### src/rtl/rom_loader_receiver_if.sv
// Loader handshake (load/sck/data/ack) and ROM SRAM controller write port.
// master: external loader plus controller side; slave: rom_loader_receiver.
interface rom_loader_receiver_if #(
  parameter int DATA_WIDTH = 16,
  parameter int ADDR_WIDTH = 16
);
  logic                  rom_loader_load;
  logic                  rom_loader_sck;
  logic [DATA_WIDTH-1:0] rom_loader_data;
  logic                  rom_loader_ack;
  logic                  mem_write_req;
  logic [ADDR_WIDTH-1:0] mem_address;
  logic [DATA_WIDTH-1:0] mem_data;
  logic                  mem_write_done;

  modport master (
    output rom_loader_load, rom_loader_sck, rom_loader_data, mem_write_done,
    input  rom_loader_ack, mem_write_req, mem_address, mem_data
  );

  modport slave (
    input  rom_loader_load, rom_loader_sck, rom_loader_data, mem_write_done,
    output rom_loader_ack, mem_write_req, mem_address, mem_data
  );
endinterface

### src/rtl/rom_loader_receiver.sv
// SoC-side receiver of the ROM-loading link. Stores each handshaked word
// into the ROM through the SRAM controller write port at sequential
// addresses from 0, and holds the CPU in reset (loading) during a session.
// Optional: define ROM_LOADER_CHECKSUM_EN to add a running 16-bit sum
// output (checksum) of all words written in the current/last session.
//
// state    | meaning
// IDLE     | no session; waiting for load
// WAIT_SCK | session active; waiting for the next sck rising edge
// WRITE    | write request outstanding to the SRAM controller
// ACK      | ack asserted; waiting for sck to go low
module rom_loader_receiver #(
  parameter int DATA_WIDTH  = 16,
  parameter int ADDR_WIDTH  = 16,
  parameter int SYNC_STAGES = 2   // must be >= 2
) (
  input  logic                  clk,
  input  logic                  reset,
  rom_loader_receiver_if.slave  bus,
  output logic                  loading,
  output logic [ADDR_WIDTH-1:0] words_loaded
`ifdef ROM_LOADER_CHECKSUM_EN
  ,
  output logic [DATA_WIDTH-1:0] checksum
`endif
);

  typedef enum logic [1:0] {IDLE, WAIT_SCK, WRITE, ACK} state_t;

  localparam logic [ADDR_WIDTH-1:0] ADDR_ONE = 1;

  state_t state, state_n;

  logic [SYNC_STAGES-1:0] load_sr, sck_sr;
  logic                   sck_prev;
  logic                   load_sync, sck_sync, sck_rise;

  logic                  ack_q, ack_n;
  logic                  req_q, req_n;
  logic [ADDR_WIDTH-1:0] addr_q, addr_n;
  logic [DATA_WIDTH-1:0] data_q, data_n;
  logic                  loading_q, loading_n;
  logic [ADDR_WIDTH-1:0] wl_q, wl_n;
`ifdef ROM_LOADER_CHECKSUM_EN
  logic [DATA_WIDTH-1:0] cks_q, cks_n;
`endif

  assign load_sync = load_sr[SYNC_STAGES-1];
  assign sck_sync  = sck_sr[SYNC_STAGES-1];
  assign sck_rise  = sck_sync & ~sck_prev;

  // Synchronize the asynchronous loader strobes; data is sampled only once
  // sck has been seen stable high, so it needs no synchronizer.
  always_ff @(posedge clk) begin
    if (reset) begin
      load_sr  <= '0;
      sck_sr   <= '0;
      sck_prev <= 1'b0;
    end else begin
      load_sr  <= {load_sr[SYNC_STAGES-2:0], bus.rom_loader_load};
      sck_sr   <= {sck_sr[SYNC_STAGES-2:0], bus.rom_loader_sck};
      sck_prev <= sck_sync;
    end
  end

  // State register.
  always_ff @(posedge clk) begin
    if (reset) state <= IDLE;
    else       state <= state_n;
  end

  // Next-state logic; an sck rise outside WAIT_SCK never starts a write.
  always_comb begin
    state_n = state;
    case (state)
      IDLE:     if (load_sync) state_n = WAIT_SCK;
      WAIT_SCK: begin
        if (sck_rise)        state_n = WRITE;
        else if (!load_sync) state_n = IDLE;
      end
      WRITE:    if (bus.mem_write_done) state_n = ACK;
      ACK:      if (!sck_sync) state_n = WAIT_SCK;
      default:  state_n = IDLE;
    endcase
  end

  // Output/datapath next values, registered below.
  always_comb begin
    ack_n     = ack_q;
    req_n     = req_q;
    addr_n    = addr_q;
    data_n    = data_q;
    loading_n = loading_q;
    wl_n      = wl_q;
`ifdef ROM_LOADER_CHECKSUM_EN
    cks_n     = cks_q;
`endif
    case (state)
      IDLE: begin
        if (load_sync) begin
          loading_n = 1'b1;
          addr_n    = '0;
          wl_n      = '0;
`ifdef ROM_LOADER_CHECKSUM_EN
          cks_n     = '0;
`endif
        end
      end
      WAIT_SCK: begin
        if (sck_rise) begin
          data_n = bus.rom_loader_data;
          req_n  = 1'b1;
        end else if (!load_sync) begin
          loading_n = 1'b0;
        end
      end
      WRITE: begin
        if (bus.mem_write_done) begin
          req_n = 1'b0;
          ack_n = 1'b1;
          // Count saturates so a full-size ROM load still reads sensibly.
          if (wl_q != '1) wl_n = wl_q + ADDR_ONE;
`ifdef ROM_LOADER_CHECKSUM_EN
          cks_n = cks_q + data_q;
`endif
        end
      end
      ACK: begin
        if (!sck_sync) begin
          ack_n  = 1'b0;
          addr_n = addr_q + ADDR_ONE;
        end
      end
      default: ;
    endcase
  end

  // Output registers; reset abandons any outstanding write request.
  always_ff @(posedge clk) begin
    if (reset) begin
      ack_q     <= 1'b0;
      req_q     <= 1'b0;
      addr_q    <= '0;
      data_q    <= '0;
      loading_q <= 1'b0;
      wl_q      <= '0;
`ifdef ROM_LOADER_CHECKSUM_EN
      cks_q     <= '0;
`endif
    end else begin
      ack_q     <= ack_n;
      req_q     <= req_n;
      addr_q    <= addr_n;
      data_q    <= data_n;
      loading_q <= loading_n;
      wl_q      <= wl_n;
`ifdef ROM_LOADER_CHECKSUM_EN
      cks_q     <= cks_n;
`endif
    end
  end

  assign bus.rom_loader_ack = ack_q;
  assign bus.mem_write_req  = req_q;
  assign bus.mem_address    = addr_q;
  assign bus.mem_data       = data_q;
  assign loading            = loading_q;
  assign words_loaded       = wl_q;
`ifdef ROM_LOADER_CHECKSUM_EN
  assign checksum           = cks_q;
`endif

endmodule

### src/flat_wrapper.sv
// flat-port wrapper written by rule: the top's interface ports become plain ports
module rom_loader_receiver_flat 
#(
  parameter int DATA_WIDTH  = 16,
  parameter int ADDR_WIDTH  = 16,
  parameter int SYNC_STAGES = 2                  
)
  (clk, reset, loading, words_loaded, bus_rom_loader_load, bus_rom_loader_sck, bus_rom_loader_data, bus_mem_write_done, bus_rom_loader_ack, bus_mem_write_req, bus_mem_address, bus_mem_data);
  rom_loader_receiver_if #(.DATA_WIDTH(DATA_WIDTH), .ADDR_WIDTH(ADDR_WIDTH)) bus_i ();
  input  logic clk;
  input  logic reset;
  output logic loading;
  output logic [ADDR_WIDTH-1:0] words_loaded;
  input wire logic [$bits(bus_i.rom_loader_load)-1:0] bus_rom_loader_load;
  input wire logic [$bits(bus_i.rom_loader_sck)-1:0] bus_rom_loader_sck;
  input wire logic [$bits(bus_i.rom_loader_data)-1:0] bus_rom_loader_data;
  input wire logic [$bits(bus_i.mem_write_done)-1:0] bus_mem_write_done;
  output wire logic [$bits(bus_i.rom_loader_ack)-1:0] bus_rom_loader_ack;
  output wire logic [$bits(bus_i.mem_write_req)-1:0] bus_mem_write_req;
  output wire logic [$bits(bus_i.mem_address)-1:0] bus_mem_address;
  output wire logic [$bits(bus_i.mem_data)-1:0] bus_mem_data;
  assign bus_i.rom_loader_load = bus_rom_loader_load;
  assign bus_i.rom_loader_sck = bus_rom_loader_sck;
  assign bus_i.rom_loader_data = bus_rom_loader_data;
  assign bus_i.mem_write_done = bus_mem_write_done;
  assign bus_rom_loader_ack = bus_i.rom_loader_ack;
  assign bus_mem_write_req = bus_i.mem_write_req;
  assign bus_mem_address = bus_i.mem_address;
  assign bus_mem_data = bus_i.mem_data;
  rom_loader_receiver #(.DATA_WIDTH(DATA_WIDTH), .ADDR_WIDTH(ADDR_WIDTH), .SYNC_STAGES(SYNC_STAGES)) u_core (.clk(clk), .reset(reset), .bus(bus_i), .loading(loading), .words_loaded(words_loaded));
endmodule
### config.mk
export PLATFORM = sky130hd
export DESIGN_NAME = rom_loader_receiver_flat
export DESIGN_NICKNAME = d
export VERILOG_FILES = /design/src/rtl/rom_loader_receiver_if.sv /design/src/rtl/rom_loader_receiver.sv /design/src/flat_wrapper.sv
export SDC_FILE = /design/constraint.sdc
export NUM_CORES = 1
export LEC_CHECK = 0
export CAP_MARGIN = 0
export CORE_MARGIN = 3
export CORE_UTILIZATION = 48
export DETAILED_ROUTE_END_ITERATION = 6
export GPL_ROUTABILITY_DRIVEN = 0
export PLACE_DENSITY_LB_ADDON = 0.25
export SETUP_SLACK_MARGIN = 0.5
export SYNTH_ARGS = -nofsm -noshare
export SYNTH_HDL_FRONTEND = slang
export SYNTH_SLANG_ARGS = --single-unit
### constraint.sdc
create_clock -name clk -period 2.3 [get_ports clk]
set_input_delay 0.345 -clock clk [delete_from_list [all_inputs] [get_ports clk]]
set_output_delay 0.345 -clock clk [all_outputs]
set_load 0.01 [all_outputs]
==> impl_metrics.toml <==
[routing]
totalWireLength_um = 6970
drt_iter0_drc = 154
post_drt_wl_per_cell_um = 14.5
drt_pass1_iterations = 4
postRouteAntennaNets = 0
vias_per_cell = 5.47
post-route-drc-count = 0
vias = 2637

[synth]
yosys-top-cells-area = "dfxtp_1 (44%), nand2_1 (6.7%), a21oi_1 (5.5%)"
synth.most_common_cell = "dfxtp_1"
synth_seq_area_share = 0.440
ys_types = 48
synth_nets = 343
ys_seq_elements = 58
yosysTopAreaCellShare = 0.440
synth_edf_count = 0
synth_top_cell_by_area = "dfxtp_1"
synth_ff_type = "dfxtp_1"
async_flop_share = 0
postSynthAreaPerCell_um2 = 8.34
post_synth_inst_count = 316
syn_area_mm2 = 0.00264
synthTopCellsByCount = "dfxtp_1 (58), nand2_1 (47), nor2_1 (30)"
synth.yosys.warnings = 0

[global_routing]
grt_pass1_wl_um = 10800
gr-total-overflow = 0
grt_max_degree = 31
grt_pass1_vias = 2316
antenna_found_initial = 0
gr-usage-all-layers = 0.210

[pwr]
clkPwrFrac = 0.419
switchingPower_w = 0.000504
p_per_area_mw_per_mm2 = 539
ir_drop_uv = 465
p_comb_frac = 0.089
swShare = 0.241
p_int_w = 0.00159
seq_power_share = 0.493
p_leak_nw = 1.41

[cts]
cts-root-buf = "clkbuf_8"
clk_latency_ns = 0.34
cts_buffers = 9
clk_pin_slew_worst_paths_ns = 0.06
cts_tree = "built"
cts.sinks = 58
holdBufCountCts = 0
htreeDepth = 3
clock_path_buffers = 2

[worst_hold_path]
hold_end = "u_core.bus.mem_data[13]"
min_path_cells = 2
hold_start = "u_core.bus.mem_data[13]"
hold_class = "flip-flop to flip-flop"

[place]
dpl-instance-area_mm2 = 0.00343
dp.cells = 450
io_buffers = 71
hpwlAfterDp_um = 4470

[timing]
setup_viol = 0
rsz0062_at_grt = "yes"
fin_crit_ns = 1.80
setup_tns_ns = 0
fin_skew_ns = 0.00568
fmax_ghz = 0.557
fin_crit_sh = 0.781
slew_headroom = 0.708
hold_violations = 0
slew_viol_final = 0
tightest_slew_ns = 0.437

[floorplanning]
die-area_mm2 = 0.00642
ios = 72
die_w_um = 80.1
start_util = 0.506
die_h_um = 80.1
core-area_mm2 = 0.00520
fp-row-count = 26

[setup_path]
path_cells = "inv_2 -> ha_4 -> or2b_4 -> nand3_4 -> or3_4 -> buf_4 -> o31ai_2"
crit_fanout = 7
end_kind = "flip-flop"
reg2regPathDepth = 7
critPathTopFamily = "simple AND/OR/NAND/NOR gates"
crit_required_ns = 2.55
reg2reg_to = "u_core.words_loaded[9]"
cp.arrival_ns = 2.05
reg2reg_from = "u_core.state[0]"
critPathKind = "flip-flop to flip-flop"
cp_slowest_cell = "or3_4"
cpPeakStageDelay_ns = 0.40
regToRegSetupSlack_ns = 0.50
startpoint_type = "flip-flop"
cp.buffers_inverters = 2

[layout]
finalNonFillerCells = 482
area_delta_synth_final_pct = 47.4
fillers = 392
drive_above_1_share = 0.187
layout.nets = 434
antenna_cells = 0
stdcell_area_mm2 = 0.00388

[status]
outcome = "complete, no violations"

[flow_run]
drv_cap = 0
## layer usage
layer	GRT usage	part of all wire
met1	0.264	0.42
met4	0.0777	0.011
met2	0.321	0.47
met5	0	0
met3	0.0863	0.092
## metrics by stage
| step | hold WS, ns | power, W | worst slack (ns) | utilization |
|---|---|---|---|---|
| after floorplan | 0.414 | 0.00114 | 0.501 | - |
| after detailed placement | 0.431 | 0.00122 | 0.249 | 0.659 |
| after global routing | 0.461 | 0.00217 | 0.413 | 0.746 |
| after global placement | 0.419 | 0.00122 | 0.289 | 0.659 |
| after CTS | 0.448 | 0.00210 | 0.450 | 0.704 |
| final | 0.451 | 0.00209 | 0.503 | 0.746 |
## what timing repair did
item                       4_1_cts  5_1_grt
setup endpoints to repair       15       27
pin swaps                        2       10
setup buffers                    2       14
resized for setup                6       33
## cells by family (layout without fill, tap and decap cells)
kind of cell / Yosys count / after routing / synth area share
DFF: 58 / 58 / 0.440
xor gates and xnor gates: 13 / 13 / 0.0432
muxes: 4 / 4 / 0.0161
and+or+nand+nor: 153 / 153 / 0.298
AOI/OAI and AO/OA: 64 / 64 / 0.145
adders and majority gates: 6 / 6 / 0.0285
buffers and inverters: 18 / 114 / 0.0289
## state kept, by name, indices dropped and copies added, names as in the netlist
name / flops
u_core.words_loaded: 16
u_core.sck_sr: 2
u_core.load_sr: 2
u_core.sck_prev: 1
u_core.bus.mem_data: 16
u_core.bus.rom_loader_ack: 1
u_core.loading: 1
u_core.bus.mem_address: 16
u_core.state: 2
u_core.bus.mem_write_req: 1
## worst max path at each step
stage	start	end	slack (ns)	cells after the start
after global placement	bus_mem_write_done	u_core.words_loaded[11]	0.29	6
after global routing	u_core.state[0]	u_core.words_loaded[9]	0.41	7
after detailed placement	bus_mem_write_done	u_core.words_loaded[15]	0.25	6
after CTS	u_core.words_loaded[0]	u_core.words_loaded[11]	0.45	6
after floorplan	u_core.state[0]	u_core.words_loaded[15]	0.50	8
final	u_core.state[0]	u_core.words_loaded[9]	0.50	7
## layout make-up
class	instances	area, µm²	share of cell area
Clock buffer	12	165	0.0425
Clock inverter	4	25.0	0.00644
Inverter	6	22.5	0.00580
Multi-Input combinational cell	240	1530	0.393
Sequential cell	58	1180	0.305
Tap cell	70	87.6	0.0225
Timing Repair Buffer	92	876	0.225
## worst reg2reg max path: cells and delay by family, from the launching register on
kind            cells  cell delay (ns)
flops               1             0.37
compound gates      1             0.19
buf+inv             2             0.23
fa+ha+maj           1             0.18
simple gates        3             0.73
## power groups by stage
stage	clock network [W]	logic, W	registers (W)
3_5_place_dp	0	0.000165	0.00106
6_report	0.000878	0.000185	0.00103
4_1_cts	0.000887	0.000174	0.00103
3_3_place_gp	0	0.000162	0.00106
5_1_grt	0.000933	0.000204	0.00103
2_1_floorplan	0	0.0000818	0.00106
## layout by cell type, fill, tap and decap left out, types with 3 or more instances in the layout
cell             count
a21o_1               3
dfxtp_2              9
nor3_1               7
inv_1                4
or3_1                3
nand2b_1             4
nor2b_1              9
nand4_1              6
and3_1              10
nand2_1             47
xor2_1               3
buf_4               19
o21ai_0             12
a31oi_1              5
a21oi_1             29
nand3_1             14
xnor2_1             10
ha_1                 3
nand3_2              3
clkbuf_8            12
ha_4                 3
a211o_1              3
nor2_1              29
dfxtp_1             46
dfxtp_4              3
clkdlybuf4s50_1     71
(Power assumes the default switching activity.)
